==> config.mk <==
export PLATFORM = sky130hd
export DESIGN_NAME = alu_seq
export DESIGN_NICKNAME = d
export VERILOG_FILES = /design/src/rtl/alu_seq.sv
export SDC_FILE = /design/constraint.sdc
export NUM_CORES = 1
export LEC_CHECK = 0
export CORE_MARGIN = 10
export CORE_UTILIZATION = 31
export CTS_CLUSTER_DIAMETER = 80
export DETAILED_ROUTE_END_ITERATION = 6
export SLEW_MARGIN = 20
export SYNTH_ARGS = -nofsm -noshare
export SYNTH_HDL_FRONTEND = slang
export SYNTH_SLANG_ARGS = --single-unit
==> constraint.sdc <==
create_clock -name clk -period 2.2 [get_ports clk]
set_input_delay 0.66 -clock clk [delete_from_list [all_inputs] [get_ports clk]]
set_output_delay 0.66 -clock clk [all_outputs]
set_load 0.05 [all_outputs]
==> src/rtl/alu_seq.sv <==
// alu_seq: single-issue ALU with a valid/ready request port and a
// registered valid/ready result port. Arithmetic and logic ops finish in
// one cycle. Shifts and rotates move one bit per cycle in the SHIFT state.
module alu_seq #(
    parameter int WIDTH = 8,
    parameter int CNTW  = $clog2(WIDTH)
) (
    input  logic             clk,
    input  logic             rst_n,
    input  logic             in_valid,
    output logic             in_ready,
    input  logic [3:0]       op,
    input  logic             carry_in,
    input  logic [WIDTH-1:0] a,
    input  logic [WIDTH-1:0] b,
    output logic             out_valid,
    input  logic             out_ready,
    output logic [WIDTH-1:0] y,
    output logic [4:0]       flags
);

    typedef enum logic {
        IDLE,
        SHIFT
    } state_t;

    typedef enum logic [1:0] {
        SH_LEFT,
        SH_RIGHT,
        SH_ROTL
    } shkind_t;

    state_t           state_q,     state_d;
    shkind_t          kind_q,      kind_d;
    logic             out_valid_q, out_valid_d;
    logic [WIDTH-1:0] y_q,         y_d;
    logic [4:0]       flags_q,     flags_d;
    logic [CNTW-1:0]  cnt_q,       cnt_d;
    logic [WIDTH-1:0] work_q,      work_d;

    logic             accept;
    logic             is_shift;
    logic [CNTW-1:0]  acc_cnt;
    logic [WIDTH:0]   sum;
    logic [WIDTH-1:0] imm_y;
    logic             imm_c;
    logic             imm_v;
    logic             imm_err;
    logic [4:0]       imm_flags;
    logic [WIDTH-1:0] step_y;
    logic             step_c;

    assign in_ready  = (state_q == IDLE) && (!out_valid_q || out_ready);
    assign accept    = in_valid && in_ready;
    assign is_shift  = (op == 4'd8) || (op == 4'd9) || (op == 4'd10);
    assign out_valid = out_valid_q;
    assign y         = y_q;
    assign flags     = flags_q;

    // Shift count reduced modulo WIDTH so non-power-of-two widths wrap correctly
    always_comb begin
        acc_cnt = CNTW'(32'(b[CNTW-1:0]) % WIDTH);
    end

    // Single-cycle result: ops 0-7, 11, illegal ops, and shifts by zero
    always_comb begin
        sum     = '0;
        imm_y   = '0;
        imm_c   = 1'b0;
        imm_v   = 1'b0;
        imm_err = 1'b0;
        case (op)
            4'd0: begin
                sum   = {1'b0, a} + {{WIDTH{1'b0}}, carry_in};
                imm_y = sum[WIDTH-1:0];
                imm_c = sum[WIDTH];
            end
            4'd1: begin
                sum   = {1'b0, a} + {1'b0, b} + {{WIDTH{1'b0}}, carry_in};
                imm_y = sum[WIDTH-1:0];
                imm_c = sum[WIDTH];
                imm_v = (a[WIDTH-1] == b[WIDTH-1]) && (imm_y[WIDTH-1] != a[WIDTH-1]);
            end
            4'd2: begin
                sum   = {1'b0, a} + {1'b0, ~b} + {{WIDTH{1'b0}}, carry_in};
                imm_y = sum[WIDTH-1:0];
                imm_c = sum[WIDTH];
                imm_v = (a[WIDTH-1] != b[WIDTH-1]) && (imm_y[WIDTH-1] != a[WIDTH-1]);
            end
            4'd3: begin
                // a-1 as a + all-ones, so carry-out is set for every a except zero
                sum   = {1'b0, a} + {1'b0, {WIDTH{1'b1}}};
                imm_y = sum[WIDTH-1:0];
                imm_c = sum[WIDTH];
            end
            4'd4:                imm_y = a & b;
            4'd5:                imm_y = a | b;
            4'd6:                imm_y = a ^ b;
            4'd7:                imm_y = ~a;
            4'd8, 4'd9, 4'd10:   imm_y = a;
            4'd11:               imm_y = '0;
            default:             imm_err = 1'b1;
        endcase
        imm_flags = {imm_err, imm_v, imm_y[WIDTH-1], ~|imm_y, imm_c};
    end

    // One-bit shift step applied to the working register while in SHIFT
    always_comb begin
        step_y = work_q;
        step_c = 1'b0;
        case (kind_q)
            SH_LEFT: begin
                step_y = {work_q[WIDTH-2:0], 1'b0};
                step_c = work_q[WIDTH-1];
            end
            SH_RIGHT: begin
                step_y = {1'b0, work_q[WIDTH-1:1]};
                step_c = work_q[0];
            end
            default: begin
                step_y = {work_q[WIDTH-2:0], work_q[WIDTH-1]};
                step_c = 1'b0;
            end
        endcase
    end

    // Next-state: control FSM, shift datapath and result register
    always_comb begin
        state_d     = state_q;
        kind_d      = kind_q;
        out_valid_d = out_valid_q;
        y_d         = y_q;
        flags_d     = flags_q;
        cnt_d       = cnt_q;
        work_d      = work_q;

        if (out_valid_q && out_ready) begin
            out_valid_d = 1'b0;
        end

        case (state_q)
            IDLE: begin
                if (accept) begin
                    if (is_shift && (acc_cnt != '0)) begin
                        state_d = SHIFT;
                        work_d  = a;
                        cnt_d   = acc_cnt;
                        if (op == 4'd8) begin
                            kind_d = SH_LEFT;
                        end else if (op == 4'd9) begin
                            kind_d = SH_RIGHT;
                        end else begin
                            kind_d = SH_ROTL;
                        end
                    end else begin
                        y_d         = imm_y;
                        flags_d     = imm_flags;
                        out_valid_d = 1'b1;
                    end
                end
            end
            SHIFT: begin
                work_d = step_y;
                cnt_d  = cnt_q - CNTW'(1);
                if (cnt_q == CNTW'(1)) begin
                    state_d     = IDLE;
                    y_d         = step_y;
                    flags_d     = {1'b0, 1'b0, step_y[WIDTH-1], ~|step_y, step_c};
                    out_valid_d = 1'b1;
                end
            end
            default: state_d = IDLE;
        endcase
    end

    // State and result registers, cleared asynchronously by rst_n
    always_ff @(posedge clk or negedge rst_n) begin
        if (!rst_n) begin
            state_q     <= IDLE;
            kind_q      <= SH_LEFT;
            out_valid_q <= 1'b0;
            y_q         <= '0;
            flags_q     <= '0;
            cnt_q       <= '0;
            work_q      <= '0;
        end else begin
            state_q     <= state_d;
            kind_q      <= kind_d;
            out_valid_q <= out_valid_d;
            y_q         <= y_d;
            flags_q     <= flags_d;
            cnt_q       <= cnt_d;
            work_q      <= work_d;
        end
    end

endmodule

* After elaboration in Yosys (flattened, before gate mapping)
Cells that the tools add are included.
** Cells by class
- $add $sub $neg :: 7
- $mul :: 0
- Divide/modulo/power cells :: 0
- $lt $le $gt $ge :: 0
- Eq/ne operators :: 21
- Shift operators :: 0
- Mux-type cells :: 31
- Bitwise logic cells :: 6
- Reductions and logical operators :: 22
** Operators with widths (count)
- $pmux W8 S9 :: 1
- $pmux W8 S2 :: 3
- $mux W8 :: 5
- $add A8 B8 Y9 :: 2
- $add A9 B1 Y9 :: 2
- $eq A4 B3 Y1 const B :: 4
- $eq A4 B4 Y1 const B :: 4
- $not A8 Y8 :: 2
- $reduce_or A8 Y1 :: 2
- $mux W5 :: 3
- $reduce_or A12 Y1 :: 1
- $pmux W5 S2 :: 1
- $add A8 B1 Y9 :: 1
- $add A8 B8 Y9 const B :: 1
- $and A8 B8 Y8 :: 1
- $eq A4 B2 Y1 const B :: 2
- $mux W1 :: 8
- $or A8 B8 Y8 :: 1
- $pmux W1 S2 :: 4
- $xor A8 B8 Y8 :: 1
- $logic_and A1 B1 Y1 :: 6
- $mux W3 :: 2
- $pmux W3 S2 :: 1
- $reduce_and A3 Y1 :: 2
- 18 further kinds :: 27
** Storage, ports and cells
- Flip-flop bits (word level) :: 28
- Bits in latches :: 0
- RAM bits :: 0
- Bits in read-only memories :: 0
- Logic and storage cells :: 94
- Memories kept :: 0

* Depth between registers and ports, before layout
Gate-level depths: netlist of the first run.
- Depth after elaboration :: 9
- Gate-level depth with buffers :: 11
- Gate-level depth less buffers :: 11

* Least setup slack after synthesis of the first run
No wires, ideal clock.
- Path kind :: input port to flip-flop
- Start :: input port a[2]
- End :: register flags_q[1] (netlist: flags[1])
- Setup time :: 76 ps
- Arrival time :: 2860 ps
- Required time :: 2124 ps
- Path slack :: -736 ps
- Cell stages on the path :: 11
- Cells stage by stage :: clkbuf_1 inv_1 ha_1 buf_2 nand2b_1 a22o_1 a221o_1 a2111oi_1 and2_1 nand4_1 o21ai_1
** On the way
- Cells in the longest elaborated chain, start to end :: 8
- Elaborated cells on any way between the ends :: 16
- Those cells by class :: add/sub: 6; mux: 4; bitwise: 4; reduce/logical: 2
** Ends and longest elaborated chain
- start, declared :: RTL line 14 : input logic [WIDTH-1:0] a,
- $add A8 B8 Y9, on equally long branches :: RTL line 85, 79
- $add A9 B1 Y9, on equally long branches :: RTL line 85, 79
- $pmux W8 S9 * :: RTL line 72 : case (op)
- $reduce_or A8 Y1 * :: RTL line 104 : imm_flags = {imm_err, imm_v, imm_y[WIDTH-1], ~|imm_y, imm_c};
- $logic_not A1 Y1 * :: RTL line 104
- $mux W5 * :: RTL line 144 : if (is_shift && (acc_cnt != '0)) begin
- $mux W5 * :: RTL line 143 : if (accept) begin
- $pmux W5 S2 * :: RTL line 141 : case (state_q)
- end signal, assigned :: RTL line 191 : flags_q <= flags_d;
- end, declared :: RTL line 37 : logic [4:0] flags_q, flags_d;
Mark *: on every way between the ends. The rest lies on a longest branch, timed or not. The select of a mux whose other input is x is not followed.
A chain may end at the register's enable or synchronous reset.

* Worst setup path in the final report of the first run
- Start :: input port carry_in
- End :: register flags_q[1] (netlist: flags[1])
** On the way
- Cells in the longest elaborated chain, start to end :: 7
- Elaborated cells on any way between the ends :: 9
- Those cells by class :: add/sub: 3; mux: 4; reduce/logical: 2
** Ends and longest elaborated chain
- start, declared :: RTL line 13 : input logic carry_in,
- $add A9 B1 Y9, or another cell as far along :: RTL line 85 : sum = {1'b0, a} + {1'b0, ~b} + {{WIDTH{1'b0}}, carry_in};
- $pmux W8 S9 * :: RTL line 72
- $reduce_or A8 Y1 * :: RTL line 104
- $logic_not A1 Y1 * :: RTL line 104
- $mux W5 * :: RTL line 144
- $mux W5 * :: RTL line 143
- $pmux W5 S2 * :: RTL line 141
Marked as above.

==> results.json, run 1 <==
{
  "final_nets": 584,
  "die_h_um": 121,
  "postCtsHoldBufs": 0,
  "rows": 36,
  "fin_crit_ns": 2.75,
  "rsz0062_at_grt": "yes",
  "ys_ff_latch": 27,
  "crit_slowest_cell": "a2111oi_4",
  "post-route-util_pct": 51.0,
  "cp_common_cell": "fa_2",
  "ioPinCount": 40,
  "syn_to_final_growth_pct": 58.5,
  "synth.largest_area_cell": "dfrtp_1",
  "cp.arrival_ns": 2.96,
  "tightest_slew_ns": 0.590,
  "cp_cell_sequence": "buf_8 -> inv_4 -> buf_6 -> fa_2 -> fa_2 -> nand2b_4 -> a21oi_4 -> o221ai_4 -> a2111oi_4 -> and2_1 -> nand4_1 -> o21ai_1",
  "seq_area_frac_synth_pct": 21.3,
  "die_w_um": 121,
  "wl_per_cell_um": 17.5,
  "worstHoldPathType": "reg2reg",
  "fmax_mhz": 364,
  "leakage_nw": 2.29,
  "ys_top_cells_by_area": "dfrtp_1, ha_1, mux2i_1",
  "postRouteAntennaNets": 0,
  "layout-drive-gt1-share_pct": 42.2,
  "skew_ns": 0.00467,
  "synth.cell_area_mm2": 0.00317,
  "setup_viol": 10,
  "design_area_mm2": 0.00503,
  "powerDensity_mw_per_mm2": 722,
  "clkTransAtPathRegs_ns": 0.09,
  "seq_area_um2": 676,
  "synth_ff_type": "dfrtp_1",
  "grt_overflow": 0,
  "dieArea_mm2": 0.0147,
  "synth_top_cell_area_share_pct": 21.3,
  "num_vias": 3503,
  "required_ns": 2.41,
  "cp-end-kind": "flip-flop",
  "antenna_found_initial": 0,
  "htreeDepth": 1,
  "min_period_over_period_pct": 125,
  "place.gp.congestion": 0.936,
  "portBuffers": 39,
  "cts_tree": "done",
  "hpwl_mm": 8.87,
  "via_per_inst": 5.33,
  "placedInstanceArea_mm2": 0.00444,
  "ys_warn_count": 0,
  "cp_slowest_stage_delay_ns": 0.43,
  "syn_avg_cell_area_um2": 8.20,
  "rrSetupSlack_ns": 0.38,
  "drc": 0,
  "dpl.cell_count": 630,
  "critPathBufInv": 3,
  "clkLatencyLatePin_ns": 0.27,
  "drt_iter0_drc": 299,
  "status": "complete, but fails checks",
  "synth-edff-count": 0,
  "async_flop_share_pct": 100,
  "cts_root_buf": "clkbuf_8",
  "clockBufferDepth": 2,
  "crit_family": "compound AO/OA/AOI/OAI gates",
  "max_slew_margin_pct": 60.7,
  "fin_ws_ns": -0.548,
  "vdd_drop_max_mv": 0.663,
  "multiInputGateArea_mm2": 0.00267,
  "grt_pass1_wl_mm": 18.6,
  "power.total_mw": 3.63,
  "start_util_pct": 32.2,
  "maxCapViolations": 0,
  "final_cells": 657,
  "violations": "setup timing",
  "syn-instance-count": 387,
  "routed_wl_mm": 11.5,
  "num_antenna_cells": 0,
  "finalHoldViolations": 0,
  "clock-sinks": 27,
  "drt-pass1-iter-count": 5,
  "grt_pass1_vias": 3665,
  "path_class": "in2reg",
  "grt_max_degree": 28,
  "fillCellCount": 897,
  "coreArea_mm2": 0.00986,
  "syn_nets": 446,
  "synth.distinct_cells": 67,
  "finalMaxSlewViolations": 0,
  "cts_inserted_buffers": 3,
  "crit_fanout": 3,
  "startpoint_type": "input pin",
  "grt_util_all_layers_pct": 15.4
}
tightest hold or removal path, delay by kind of cell, from the launching register on:
kind	cells	cell delay [ns]
and+or+nand+nor	1	0.05
AOI/OAI and AO/OA	1	0.06
DFF	1	0.36
cell type report:
cell class / count / area share (%)
Timing Repair Buffer: 160 / 26.6
Clock buffer: 4 / 0.896
Tap cell: 133 / 3.31
Inverter: 33 / 2.56
Sequential cell: 27 / 13.4
Multi-Input combinational cell: 300 / 53.1
per-stage QoR:
stage | worst slack, ns | TNS (ns) | hold WS [ns]
global placement | -1.24 | -17.49 | 0.470
global route | -0.633 | -4.95 | 0.538
CTS | -0.585 | -3.85 | 0.508
finish | -0.548 | -4.08 | 0.502
detailed placement | -1.27 | -17.92 | 0.486
floorplan | -0.531 | -2.83 | 0.364
path summary, 6_finish.rpt:
| check | from | to | cells after the start |
|---|---|---|---|
| min in group asynchronous | rst_n | state_q$_DFF_PN0_ | 2 |
| max | carry_in | flags[1]$_DFFE_PN0P_ | 12 |
| min | y[0]$_DFFE_PN0P_ | y[0]$_DFFE_PN0P_ | 2 |
| max reg2reg | kind_q[1]$_DFFE_PN0P_ | flags[1]$_DFFE_PN0P_ | 6 |
| min reg2reg | y[0]$_DFFE_PN0P_ | y[0]$_DFFE_PN0P_ | 2 |
| max in group asynchronous | rst_n | work_q[1]$_DFFE_PN0P_ | 2 |
cells in the final DEF (no fill, tap or decap), types with 10 or more instances in the layout:
cell type      synthesis  layout
a21oi_1               23      14
nor2_1                35      30
a221o_1               11      11
buf_4                  1     117
inv_1                 33      22
dlygate4sd2_1          0      15
nand2_1               21      19
ha_1                  30      23
mux2i_1               16      16
o21ai_0               16      15
buf_6                  1      15
dfrtp_1               27      27
nor3_1                14      10
state kept, by name (all words and copies together) (netlist names):
signal,count
work_q,8
y,7
flags,5
cnt_q,3
kind_q,2
out_valid,1
state_q,1
synthesized netlist by cell type (6+ instances only):
| library cell | count |
|---|---|
| nand2_1 | 21 |
| nor2b_1 | 7 |
| ha_1 | 30 |
| xnor2_1 | 6 |
| a21oi_1 | 23 |
| dfrtp_1 | 27 |
| buf_2 | 8 |
| nand3_1 | 9 |
| nand2b_1 | 9 |
| o221ai_1 | 6 |
| nor2_1 | 35 |
| clkbuf_1 | 17 |
| o21ai_0 | 16 |
| a221o_1 | 11 |
| inv_1 | 33 |
| mux2i_1 | 16 |
| nor3_1 | 14 |
per-layer routing:
metal	GRT usage [%]	share of wire, %	up-vias	wire (um)
met5	0	0	-	0
li1	-	-	1694	-
met1	18.9	42	1670	4840
met2	27.7	50	113	5760
met4	3.50	2.3	0	269
met3	2.09	5.7	26	659
logic make-up (layout without fill, tap and decap cells):
| group | count (synthesis) | after routing | synth area share, % |
|---|---|---|---|
| XOR/XNOR | 7 | 7 | 1.93 |
| AO/OA/AOI/OAI | 117 | 117 | 27.5 |
| flip-flops | 27 | 27 | 21.3 |
| AND/OR/NAND/NOR | 118 | 118 | 18.5 |
| multiplexers | 24 | 24 | 8.72 |
| buffers and inverters | 60 | 197 | 7.77 |
| adder cells (fa/ha/maj) | 34 | 34 | 14.4 |
report_power, final:
| group | switching (mW) | internal [mW] |
|---|---|---|
| logic | 1.39 | 1.04 |
| clock network | 0.158 | 0.130 |
| registers | 0.192 | 0.719 |
| total | 1.74 | 1.89 |
repair_timing:
| action | in CTS | in global routing |
|---|---|---|
| endpoints found under the setup margin | 27 | 10 |
| pin swaps | 39 | 20 |
| resized for setup | 104 | 13 |
| buffers inserted | 22 | 3 |
Note: power is estimated with default switching activity, not from simulation.
==> run 2, diff against run 1 <==
--- a/config.mk
+++ b/config.mk
@@ -5,10 +5,12 @@
 export SDC_FILE = /design/constraint.sdc
 export NUM_CORES = 1
 export LEC_CHECK = 0
+export ABC_CLOCK_PERIOD_IN_PS = 2200
 export CORE_MARGIN = 10
 export CORE_UTILIZATION = 31
 export CTS_CLUSTER_DIAMETER = 80
 export DETAILED_ROUTE_END_ITERATION = 6
+export PLACE_DENSITY_LB_ADDON = 0.1
 export SLEW_MARGIN = 20
 export SYNTH_ARGS = -nofsm -noshare
 export SYNTH_HDL_FRONTEND = slang
==> run 2 against run 1 <==
Effect of this change: the run still ends with setup timing left; total power grew 0.72%; worst hold slack is essentially flat; clock power shrank 2%; via count shrank 1.1%; critical path depth is the same; sequential share of layout area shrank 0.093 points; global-route usage shrank 0.10 points; combinational power grew 2%; register-to-register slack gained 0.03 ns; routed wire length shrank 0.74%; die area is the same; final area grew 0.70%; highest routed layer unchanged.
==> results.json, run 2 (synthesized netlist as in run 1, its figures left out) <==
{
  "die_h_um": 121,
  "p_int_mw": 1.91,
  "tightest_slew_ns": 0.560,
  "drt_iter0_drc": 276,
  "finalMaxSlewViolations": 0,
  "grt_max_degree": 28,
  "maxCapViolations": 0,
  "multiInputGateArea_mm2": 0.00273,
  "seqPwrFrac_pct": 24.7,
  "clock-sinks": 27,
  "drc": 0,
  "dieArea_mm2": 0.0147,
  "clkLatencyLatePin_ns": 0.27,
  "cts_inserted_buffers": 3,
  "routed_wl_mm": 11.4,
  "comb_power_share_pct": 67.5,
  "min_period_over_period_pct": 125,
  "clkTransAtPathRegs_ns": 0.10,
  "rsz0062_at_grt": "yes",
  "cp_common_cell": "fa_2",
  "rrSetupSlack_ns": 0.41,
  "min_to": "y[0]$_DFFE_PN0P_",
  "r2r_end": "flags[1]$_DFFE_PN0P_",
  "final_nets": 587,
  "max_slew_margin_pct": 62.7,
  "cp.arrival_ns": 2.96,
  "finalHoldViolations": 0,
  "fin_tns_setup_ns": -3.78,
  "r2r_start": "kind_q[1]$_DFFE_PN0P_",
  "crit_fanout": 3,
  "die_w_um": 121,
  "grt_util_all_layers_pct": 15.3,
  "worstHoldPathType": "reg2reg",
  "largest_reg_flops": 8,
  "rows": 36,
  "cp_slowest_stage_delay_ns": 0.44,
  "grt_pass1_wl_mm": 18.4,
  "violations": "setup timing",
  "final_cells": 660,
  "drt-pass1-iter-count": 4,
  "leakage_nw": 2.30,
  "place.gp.congestion": 0.893,
  "crit_slowest_cell": "a2111oi_4",
  "layout-drive-gt1-share_pct": 44.6,
  "grt_pass1_vias": 3582,
  "hpwl_mm": 9.02,
  "ioPinCount": 40,
  "portBuffers": 39,
  "skew_ns": 0.00953,
  "reg2reg_depth": 6,
  "num_antenna_cells": 0,
  "fin_ws_ns": -0.554,
  "htreeDepth": 1,
  "postRouteAntennaNets": 0,
  "dp_slack_ns": -1.31,
  "num_vias": 3465,
  "coreArea_mm2": 0.00986,
  "cts_tree": "done",
  "powerDensity_mw_per_mm2": 722,
  "final_cell_mix": "buf_4, nor2_1, dfrtp_1",
  "p_sw_share_pct": 47.8,
  "syn_to_final_growth_pct": 59.6,
  "status": "complete, but fails checks",
  "fin_crit_ns": 2.75,
  "hold-path-cell-count": 2,
  "grt_overflow": 0,
  "cts_root_buf": "clkbuf_8",
  "final_common_cell": "buf_4",
  "cp-end-kind": "flip-flop",
  "startpoint_type": "input pin",
  "switching_power_mw": 1.74,
  "via_per_inst": 5.25,
  "largest-register": "work_q",
  "start_util_pct": 32.2,
  "clock_power_share_pct": 7.7,
  "wl_per_cell_um": 17.3,
  "whs_ns": 0.503,
  "fmax_mhz": 363,
  "dpl.cell_count": 638,
  "setup_viol": 10,
  "vdd_drop_max_mv": 0.446,
  "required_ns": 2.41,
  "path_class": "in2reg",
  "fillCellCount": 944,
  "hp-start": "y[0]$_DFFE_PN0P_",
  "seq_area_um2": 676,
  "clockBufferDepth": 2,
  "antenna_found_initial": 0,
  "cp_cell_sequence": "buf_8 -> inv_6 -> buf_6 -> fa_2 -> fa_2 -> nand2b_4 -> a21oi_4 -> o221ai_4 -> a2111oi_4 -> and2_1 -> nand4_1 -> o21ai_1"
}
run 2: cell types whose count changed in the layout (fill, tap and decap cells not counted), sizes merged:
cell | previous run | this run
clkdlybuf4s15 | 1 | 2
clkdlybuf4s50 | 6 | 4
buf | 137 | 141
clkbuf | 4 | 5
clkdlybuf4s18 | 1 | 0
run 2: metrics by stage:
stage                     util (%)  instance area (um2)  power, mW
final                         51.3                 5060       3.65
after global routing          51.3                 5060       3.90
after CTS                     48.9                 4820       3.53
after detailed placement      45.5                 4490       3.13
after global placement        45.5                 4490       3.11
after floorplan                  -                 3330       2.30
run 2: critical path: cells and delay by family:
| kind | cells | cell delay [ns] |
|---|---|---|
| compound gates | 4 | 0.92 |
| fa+ha+maj | 2 | 0.71 |
| simple gates | 3 | 0.44 |
| buf+inv | 3 | 0.21 |
run 2: final cells by class:
| class | count | share of cell area, % |
|---|---|---|
| Multi-Input combinational cell | 300 | 53.9 |
| Sequential cell | 27 | 13.3 |
| Timing Repair Buffer | 163 | 26.0 |
| Inverter | 33 | 2.60 |
| Tap cell | 133 | 3.29 |
| Clock buffer | 4 | 0.890 |
run 2: power groups by stage:
| stage | logic (mW) | clock network (mW) | registers, mW |
|---|---|---|---|
| 2_1_floorplan | 1.06 | 0 | 1.25 |
| 3_3_place_gp | 2.21 | 0 | 0.905 |
| 3_5_place_dp | 2.23 | 0 | 0.907 |
| 4_1_cts | 2.34 | 0.289 | 0.902 |
| 5_1_grt | 2.66 | 0.306 | 0.936 |
| 6_report | 2.47 | 0.283 | 0.904 |
run 2: worst max-delay path by stage:
stage / start / endpoint / slack (ns) / cells past startpoint
6_report: a[0] / flags[1]$_DFFE_PN0P_ / -0.55 / 12
3_3_place_gp: carry_in / flags[1]$_DFFE_PN0P_ / -1.25 / 11
2_1_floorplan: a[0] / flags[1]$_DFFE_PN0P_ / -0.53 / 11
3_5_place_dp: carry_in / flags[1]$_DFFE_PN0P_ / -1.31 / 11
4_1_cts: b[0] / flags[1]$_DFFE_PN0P_ / -0.58 / 12
5_1_grt: a[0] / flags[1]$_DFFE_PN0P_ / -0.64 / 12
run 2: what timing repair did:
| action | CTS | global route |
|---|---|---|
| setup buffers | 12 | 6 |
| gates resized for setup | 83 | 43 |
| hold buffers | 0 | 0 |
| pin swaps | 24 | 20 |
| endpoints found under the hold margin | 0 | 0 |
| endpoints found under the setup margin | 28 | 25 |
run 2: routing by layer:
| metal | global-route usage, % | part of all wire, % | wire, um | vias up |
|---|---|---|---|---|
| li1 | - | - | - | 1708 |
| met1 | 18.7 | 43 | 4890 | 1673 |
| met5 | 0 | 0 | 0 | - |
| met4 | 3.58 | 1.2 | 136 | 0 |
| met2 | 27.3 | 51 | 5800 | 74 |
| met3 | 2.19 | 5.4 | 619 | 10 |
==> run 3, diff against run 2 <==
--- a/config.mk
+++ b/config.mk
@@ -6,7 +6,7 @@
 export NUM_CORES = 1
 export LEC_CHECK = 0
 export ABC_CLOCK_PERIOD_IN_PS = 2200
-export CORE_MARGIN = 10
+export CORE_MARGIN = 2
 export CORE_UTILIZATION = 31
 export CTS_CLUSTER_DIAMETER = 80
 export DETAILED_ROUTE_END_ITERATION = 6
==> run 3 against run 2 <==
Effect of this change: critical path type unchanged; largest cell class unchanged; the run still ends with setup timing left; clock power about the same; die area is 25% lower; combinational power is 4% lower.
==> results.json, run 3 (synthesized netlist as in run 1, its figures left out) <==
{
  "status": "complete, but fails checks",
  "violations": "setup timing",
  "tightest_slew_ns": 0.580,
  "cp_cell_sequence": "buf_6 -> buf_6 -> fa_2 -> inv_2 -> fa_2 -> nand2b_4 -> a22o_4 -> a221o_1 -> a2111oi_4 -> buf_4 -> nand2_2 -> nand2_1 -> a21oi_1",
  "die_w_um": 105,
  "final_common_cell": "buf_4",
  "setup_viol": 10,
  "place.gp.congestion": 0.911,
  "finalHoldViolations": 0,
  "cp.arrival_ns": 2.87,
  "postRouteAntennaNets": 0,
  "cp-end-kind": "flip-flop",
  "syn_to_final_growth_pct": 57.4,
  "final_cell_mix": "buf_4, nor2_1, dfrtp_1",
  "fin_tns_setup_ns": -3.56,
  "r2r_start": "kind_q[1]$_DFFE_PN0P_",
  "power.total_mw": 3.57,
  "drt_iter0_drc": 202,
  "vdd_drop_max_mv": 0.431,
  "placedInstanceArea_mm2": 0.00447,
  "startpoint_type": "input pin",
  "coreArea_mm2": 0.00986,
  "critPathLaunch": "b[0]",
  "grt_overflow": 0,
  "leakage_nw": 2.26,
  "rrSetupSlack_ns": 0.36,
  "clkLatencyLatePin_ns": 0.28,
  "finalMaxSlewViolations": 0,
  "clockBufferDepth": 2,
  "antenna_found_initial": 0,
  "cp_slowest_stage_delay_ns": 0.39,
  "endpoint": "y[4]$_DFFE_PN0P_",
  "min_period_over_period_pct": 123,
  "die_h_um": 105,
  "crit_fanout": 3,
  "layout-drive-gt1-share_pct": 42.6,
  "grt_pass1_wl_mm": 17.8,
  "dieArea_mm2": 0.0111,
  "grt_pass1_vias": 3504,
  "fillCellCount": 939,
  "num_vias": 3493,
  "rsz0062_at_grt": "yes",
  "clock-sinks": 27,
  "largest_reg_flops": 8,
  "cts_tree": "done",
  "largest-register": "work_q",
  "reg2reg_depth": 6,
  "drt-pass1-iter-count": 5,
  "critical_path_depth": 13,
  "multiInputGateArea_mm2": 0.00269,
  "fin_ws_ns": -0.505,
  "start_util_pct": 32.2,
  "final_nets": 581,
  "path_class": "in2reg",
  "worstHoldPathType": "reg2reg",
  "maxCapViolations": 0,
  "design_area_mm2": 0.00499,
  "rows": 36,
  "max_slew_margin_pct": 61.3,
  "clkTransAtPathRegs_ns": 0.10,
  "crit_family": "compound AO/OA/AOI/OAI gates",
  "r2r_end": "flags[1]$_DFFE_PN0P_",
  "seq_area_um2": 676,
  "hpwl_mm": 8.63,
  "drc": 0,
  "skew_ns": 0.0101,
  "htreeDepth": 1,
  "fmax_mhz": 370,
  "crit_slowest_cell": "a2111oi_4",
  "fin_crit_ns": 2.70,
  "wl_per_cell_um": 16.6,
  "whs_ns": 0.486,
  "num_antenna_cells": 0,
  "grt_max_degree": 28,
  "via_per_inst": 5.34,
  "grt_util_all_layers_pct": 19.9,
  "cts_inserted_buffers": 3,
  "critPathBufInv": 4,
  "cts_root_buf": "clkbuf_8",
  "portBuffers": 39,
  "required_ns": 2.37,
  "powerDensity_mw_per_mm2": 714,
  "routed_wl_mm": 10.9,
  "ioPinCount": 40
}
-- run 3: cell count changes in the layout (fill, tap and decap cells not counted), sizes merged --
cell | previous run | this run
buf | 141 | 130
clkdlybuf4s15 | 2 | 3
clkdlybuf4s50 | 4 | 8
-- run 3: worst min-delay path, delay by kind of cell, from the launching register on --
family             cells  cell delay [ns]
AOI/OAI and AO/OA      1             0.06
DFF                    1             0.35
and+or+nand+nor        1             0.05
-- run 3: worst min path at each step --
| stage | cells past startpoint | start | slack (ns) | endpoint |
|---|---|---|---|---|
| 6_report | 2 | y[0]$_DFFE_PN0P_ | 0.49 | y[0]$_DFFE_PN0P_ |
| 4_1_cts | 2 | y[0]$_DFFE_PN0P_ | 0.50 | y[0]$_DFFE_PN0P_ |
| 2_1_floorplan | 0 | rst_n | 0.36 | cnt_q[0]$_DFFE_PN0P_ |
| 3_3_place_gp | 2 | y[0]$_DFFE_PN0P_ | 0.47 | y[0]$_DFFE_PN0P_ |
| 5_1_grt | 1 | flags[4]$_DFFE_PN0P_ | 0.53 | flags[4]$_DFFE_PN0P_ |
| 3_5_place_dp | 2 | y[0]$_DFFE_PN0P_ | 0.48 | y[0]$_DFFE_PN0P_ |
-- run 3: layout make-up --
cell class,instances,share of cell area [%]
multi-input cells,300,53.9
flip-flops and latches,27,13.5
inverters,33,2.58
clock buffers,4,0.902
well taps,133,3.33
repair buffers,157,25.8
-- run 3: metrics by stage --
stage,setup slack [ns],instances,util (%)
2_1_floorplan,-0.531,387,-
4_1_cts,-0.595,648,49.3
3_5_place_dp,-1.32,634,45.3
3_3_place_gp,-1.25,634,45.3
5_1_grt,-0.577,654,50.6
6_report,-0.505,654,50.6
-- run 3: power breakdown --
group	total [mW]	internal [mW]	switching, mW
Clock	0.284	0.130	0.154
Sequential	0.899	0.719	0.180
Combinational	2.38	1.03	1.35
Total	3.57	1.88	1.69
-- run 3: what timing repair did --
action	in CTS	in global routing
endpoints found under the setup margin	28	16
hold buffers	0	0
hold endpoints to repair	0	0
setup buffers	11	6
gates resized for setup	105	19
pin swaps	32	17
-- run 3: layer usage --
metal / GRT usage [%] / routed length (um)
met1: 25.8 / 4840
met2: 33.9 / 5280
met3: 2.43 / 474
met4: 7.24 / 290
met5: 0 / 0
